### config.mk
export PLATFORM = sky130hd
export DESIGN_NAME = counter_updown_mod
export DESIGN_NICKNAME = d
export VERILOG_FILES = /design/src/rtl/counter_updown_mod.sv
export SDC_FILE = /design/constraint.sdc
export NUM_CORES = 1
export LEC_CHECK = 0
export ABC_AREA = 1
export CAP_MARGIN = 30
export CORE_MARGIN = 2
export CORE_UTILIZATION = 30
export CTS_CLUSTER_SIZE = 40
export DETAILED_ROUTE_END_ITERATION = 7
export MAX_ROUTING_LAYER = met4
export PLACE_DENSITY_LB_ADDON = 0.12
export SETUP_SLACK_MARGIN = 0.1
export SYNTH_ARGS = -nofsm -noshare
export SYNTH_HDL_FRONTEND = slang
export SYNTH_SLANG_ARGS = --single-unit
### constraint.sdc
create_clock -name clk -period 4 [get_ports clk]
set_input_delay 0.4 -clock clk [delete_from_list [all_inputs] [get_ports clk]]
set_output_delay 0.4 -clock clk [all_outputs]
set_load 0.05 [all_outputs]
### src/rtl/counter_updown_mod.sv
// Up/down counter with runtime modulus, parallel load, prescaler and wrap/saturate boundary mode.
// Emits a one-cycle tick and a sticky ovf flag on every boundary event.
module counter_updown_mod #(
   parameter int N          = 8,
   parameter int PRESCALE_W = 4,
   parameter int SATURATE   = 0
) (
   input  logic                  clk,
   input  logic                  reset,
   input  logic                  enable,
   input  logic                  up_down,
   input  logic                  load,
   input  logic [N-1:0]          load_val,
   input  logic [N-1:0]          max_val,
   input  logic [PRESCALE_W-1:0] prescale,
   input  logic                  clr_ovf,
   output logic [N-1:0]          counter,
   output logic                  tick,
   output logic                  ovf
);

   localparam bit SAT = (SATURATE != 0);

   logic [PRESCALE_W-1:0] pre_cnt;
   logic [PRESCALE_W-1:0] pre_nxt;
   logic                  step;
   logic [N-1:0]          cnt_nxt;
   logic                  bound_evt;
   logic [N-1:0]          load_clamped;

   // >= rather than == so a prescale lowered below pre_cnt still qualifies a step
   always_comb begin
      step    = 1'b0;
      pre_nxt = pre_cnt;
      if (enable) begin
         if (pre_cnt >= prescale) begin
            step    = 1'b1;
            pre_nxt = '0;
         end else begin
            pre_nxt = pre_cnt + 1'b1;
         end
      end
   end

   always_comb begin
      cnt_nxt   = counter;
      bound_evt = 1'b0;
      if (step) begin
         if (up_down) begin
            if (counter < max_val) begin
               cnt_nxt = counter + 1'b1;
            end else begin
               bound_evt = 1'b1;
               cnt_nxt   = SAT ? max_val : '0;
            end
         end else begin
            if (counter > max_val) begin
               cnt_nxt = max_val;
            end else if (counter != '0) begin
               cnt_nxt = counter - 1'b1;
            end else begin
               bound_evt = 1'b1;
               cnt_nxt   = SAT ? '0 : max_val;
            end
         end
      end
   end

   assign load_clamped = (load_val > max_val) ? max_val : load_val;

   always_ff @(posedge clk or posedge reset) begin
      if (reset) begin
         counter <= '0;
         pre_cnt <= '0;
         tick    <= 1'b0;
         ovf     <= 1'b0;
      end else begin
         if (load) begin
            counter <= load_clamped;
            pre_cnt <= '0;
            tick    <= 1'b0;
         end else begin
            counter <= cnt_nxt;
            pre_cnt <= pre_nxt;
            tick    <= bound_evt;
         end
         // set wins over clear; a load cycle never produces an event
         if (bound_evt && !load) begin
            ovf <= 1'b1;
         end else if (clr_ovf) begin
            ovf <= 1'b0;
         end
      end
   end

endmodule

==> flow_summary.toml <==
[placement]
post_place_setup_slack_ns = 1.345
detailedPlacementHpwl_um = 4483
io_buffer_count = 35
routabilityCongestion = 0.8936

[timing]
timing.clock.skew_ns = 0.0005827
finalSetupTns_ns = 0
worst_slack_ns = 1.581
final.period_utilization_pct = 60.47
measured_slew_at_the_worst_slew_check_pin_ns = 0.5428
period_minus_slack_ns = 2.419
unrepaired_setup_endpoints_after_global_routing = "no"
timing.final.hold_violations = 0
timing.fmax_ghz = 0.4134
finalSetupViolations = 0
timing_max_transition_violations_final = 0
relSlewSlack_pct = 63.77

[synth]
synth.area.top_cells = "sky130_fd_sc_hd__dfrtp_1 (18%), sky130_fd_sc_hd__nand2_1 (18%), sky130_fd_sc_hd__ha_1 (16%)"
asyncSetResetFlopFracSynth_pct = 100.0
synth_edf_count = 0
postSynthAreaPerCell_um2 = 6.143
synthTopCellsByCount = "sky130_fd_sc_hd__nand2_1 (92), sky130_fd_sc_hd__inv_1 (38), sky130_fd_sc_hd__nor2_1 (36)"
syn_area_um2 = 1904
postSynthRegisterBits = 14
synth.most_common_cell = "sky130_fd_sc_hd__nand2_1"
synth.distinct_cells = 36
synth_cells = 310
synth_top_cell_by_area = "sky130_fd_sc_hd__dfrtp_1"
ys_seq_area_share_pct = 18.40
synth.yosys.warnings = 0
synthDominantCellAreaShare_pct = 18.40
dominantRegCellSynth = "sky130_fd_sc_hd__dfrtp_1"
mappedNetlistNets = 360

[clocking]
cts-root-buf = "sky130_fd_sc_hd__clkbuf_8"
worst_skew_pair.late_latency_ns = 0.24
cts.sink_count = 14
ctsHoldBuffers = 0
clk_transition_reported_paths_ns = 0.06
cts_buffers = 3
htree_num_levels = 1
cts_setup_buffers = 0
cts.path.max_buffers = 2
cts_resized = 0
clock_tree_from_tritoncts = "done"

[outcome]
outcome = "complete, no violations"

[detailed_routing]
post_route_drc = 0
routed_wirelength_um = 5625
dr.pass1.iters = 4
detail-route-antenna-nets = 0
dr_total_vias = 2047
detail_route.vias_per_cell = 4.874
detail_route.iter0.violations = 105
post_drt_wl_per_cell_um = 13.39

[power]
seq_power_share_pct = 26.3
leakagePower_nw = 1.236
pwr-share-comb_pct = 57.4
power.switching_fraction_pct = 49.86
power_density_nw_per_um2 = 359.7
internal_power_mw = 0.4271
ir_worst_vdd_v = 0.0002042
power.net_switching_mw = 0.4248
clock_power_share_pct = 16.3

[global_routing]
grt_first_pass_wirelength_um = 9225
first_global_vias = 1872
globalRouteTotalUtil_pct = 16.56
overflow = 0
grt_start_max_net_pins = 17
grt_antenna_before_repair = 0

[floorplan]
floorplan.initialDensity_pct = 30.51
die_w_um = 83.67
chipHeight_um = 83.67
design.core.area_um2 = 6241
die_area_um2 = 7001
row_count = 29
floorplan.io_pins = 36

[cells_and_area]
antenna_cells_inserted = 0
post_route_cells_drive_above_1_share_pct = 6.122
nNetsFinal = 394
syn2layout_area_growth_pct = 24.38

[critical_path]
cp.arrival_ns = 2.58
endpoint_kind = "flip-flop"
critPathLaunchType = "primary input"
timing.critical_path.fanout_max = 16
critPathRequiredTime_ns = 4.16
timing.setup.critical_path_class = "primary input to flip-flop"

[worst_hold_path]
worst_hold_path_type = "primary input to async pin"

[run]
timing.max_cap.violations = 0
[layout make-up]
| type | instances | area (um^2) |
|---|---|---|
| multi-input cells | 247 | 1350 |
| inverters | 43 | 166.4 |
| fillers | 690 | 3872 |
| clock buffers | 4 | 55.05 |
| repair buffers | 35 | 350.3 |
| flip-flops and latches | 14 | 350.3 |
| well taps | 77 | 96.34 |
[layer usage]
metal | GRT usage, % | vias to the layer above | wire length (um)
li1 | - | 1074 | -
met1 | 22.51 | 917 | 2714
met2 | 27.20 | 48 | 2593
met3 | 2.275 | 8 | 226
met4 | 1.906 | 0 | 89
met5 | - | - | 0
[power groups by stage]
stage	Clock, mW	Combinational [mW]	Sequential [mW]
after global placement	0	0.489	0.228
after global routing	0.151	0.548	0.229
after CTS	0.142	0.489	0.224
after detailed placement	0	0.486	0.227
after floorplan	0	0.295	0.261
final	0.139	0.489	0.224
[worst max-delay path, cell delays in order]
cell and delay [ns]:
sky130_fd_sc_hd__clkdlybuf4s50_1 0.54, sky130_fd_sc_hd__inv_1 0.11, sky130_fd_sc_hd__ha_1 0.32, sky130_fd_sc_hd__a21oi_1 0.07
sky130_fd_sc_hd__o21ai_0 0.14, sky130_fd_sc_hd__nand2_1 0.06, sky130_fd_sc_hd__nand2_1 0.37, sky130_fd_sc_hd__a21oi_1 0.15
sky130_fd_sc_hd__nor2_1 0.15, sky130_fd_sc_hd__nor2_1 0.06, sky130_fd_sc_hd__a21oi_1 0.19
[flip-flops by register name (all words and copies together), names as in the netlist]
name / flops
pre_cnt: 4
counter: 8
ovf: 1
tick: 1
[cells in the final DEF (no fill, tap or decap), types with 2 or more instances in the layout]
| cell type | n |
|---|---|
| sky130_fd_sc_hd__a21oi_1 | 25 |
| sky130_fd_sc_hd__clkbuf_8 | 4 |
| sky130_fd_sc_hd__clkdlybuf4s50_1 | 35 |
| sky130_fd_sc_hd__dfrtp_1 | 14 |
| sky130_fd_sc_hd__ha_1 | 24 |
| sky130_fd_sc_hd__inv_1 | 38 |
| sky130_fd_sc_hd__inv_2 | 3 |
| sky130_fd_sc_hd__nand2_1 | 92 |
| sky130_fd_sc_hd__nand2_2 | 3 |
| sky130_fd_sc_hd__nand3_1 | 27 |
| sky130_fd_sc_hd__nand4_1 | 5 |
| sky130_fd_sc_hd__nand4_2 | 2 |
| sky130_fd_sc_hd__nor2_1 | 36 |
| sky130_fd_sc_hd__nor2_2 | 2 |
| sky130_fd_sc_hd__nor2_4 | 2 |
| sky130_fd_sc_hd__o21a_1 | 2 |
| sky130_fd_sc_hd__o21ai_0 | 10 |
| sky130_fd_sc_hd__o22ai_1 | 2 |
| sky130_fd_sc_hd__xor2_1 | 3 |
[logic make-up after synthesis]
kind of cell               Yosys count  synth area share (%)
xor gates and xnor gates             4                 1.840
adders and majority gates           24                 15.77
buffers and inverters               49                 10.71
and+or+nand+nor                    174                 40.28
DFF                                 14                 18.40
AOI/OAI and AO/OA                   45                 13.01
[worst paths after layout]
path	startpoint	end	slack, ns	depth (start not counted)
worst min-delay path	reset	tick	0.50	2
max in group asynchronous	reset	pre_cnt[1]	3.14	2
worst max-delay path	max_val[1]	counter[0]	1.58	11
worst max register to register	counter[2]	counter[3]	1.85	12
min in group clk	ovf	ovf	0.55	2
worst min register to register	ovf	ovf	0.55	2
[through the flow]
stage / total power, mW / util, % / instance area, um^2 / instances / hold WS (ns)
after floorplan: 0.5559 / - / 1904 / 310 / 0.2892
after global placement: 0.7162 / 37.07 / 2313 / 416 / 0.5307
after detailed placement: 0.7126 / 37.07 / 2313 / 416 / 0.5386
after CTS: 0.8546 / 37.95 / 2369 / 420 / 0.5334
after global routing: 0.9282 / 37.95 / 2369 / 420 / 0.5469
final: 0.8519 / 37.95 / 2369 / 420 / 0.5000
Power figures use the tool's default switching activity.
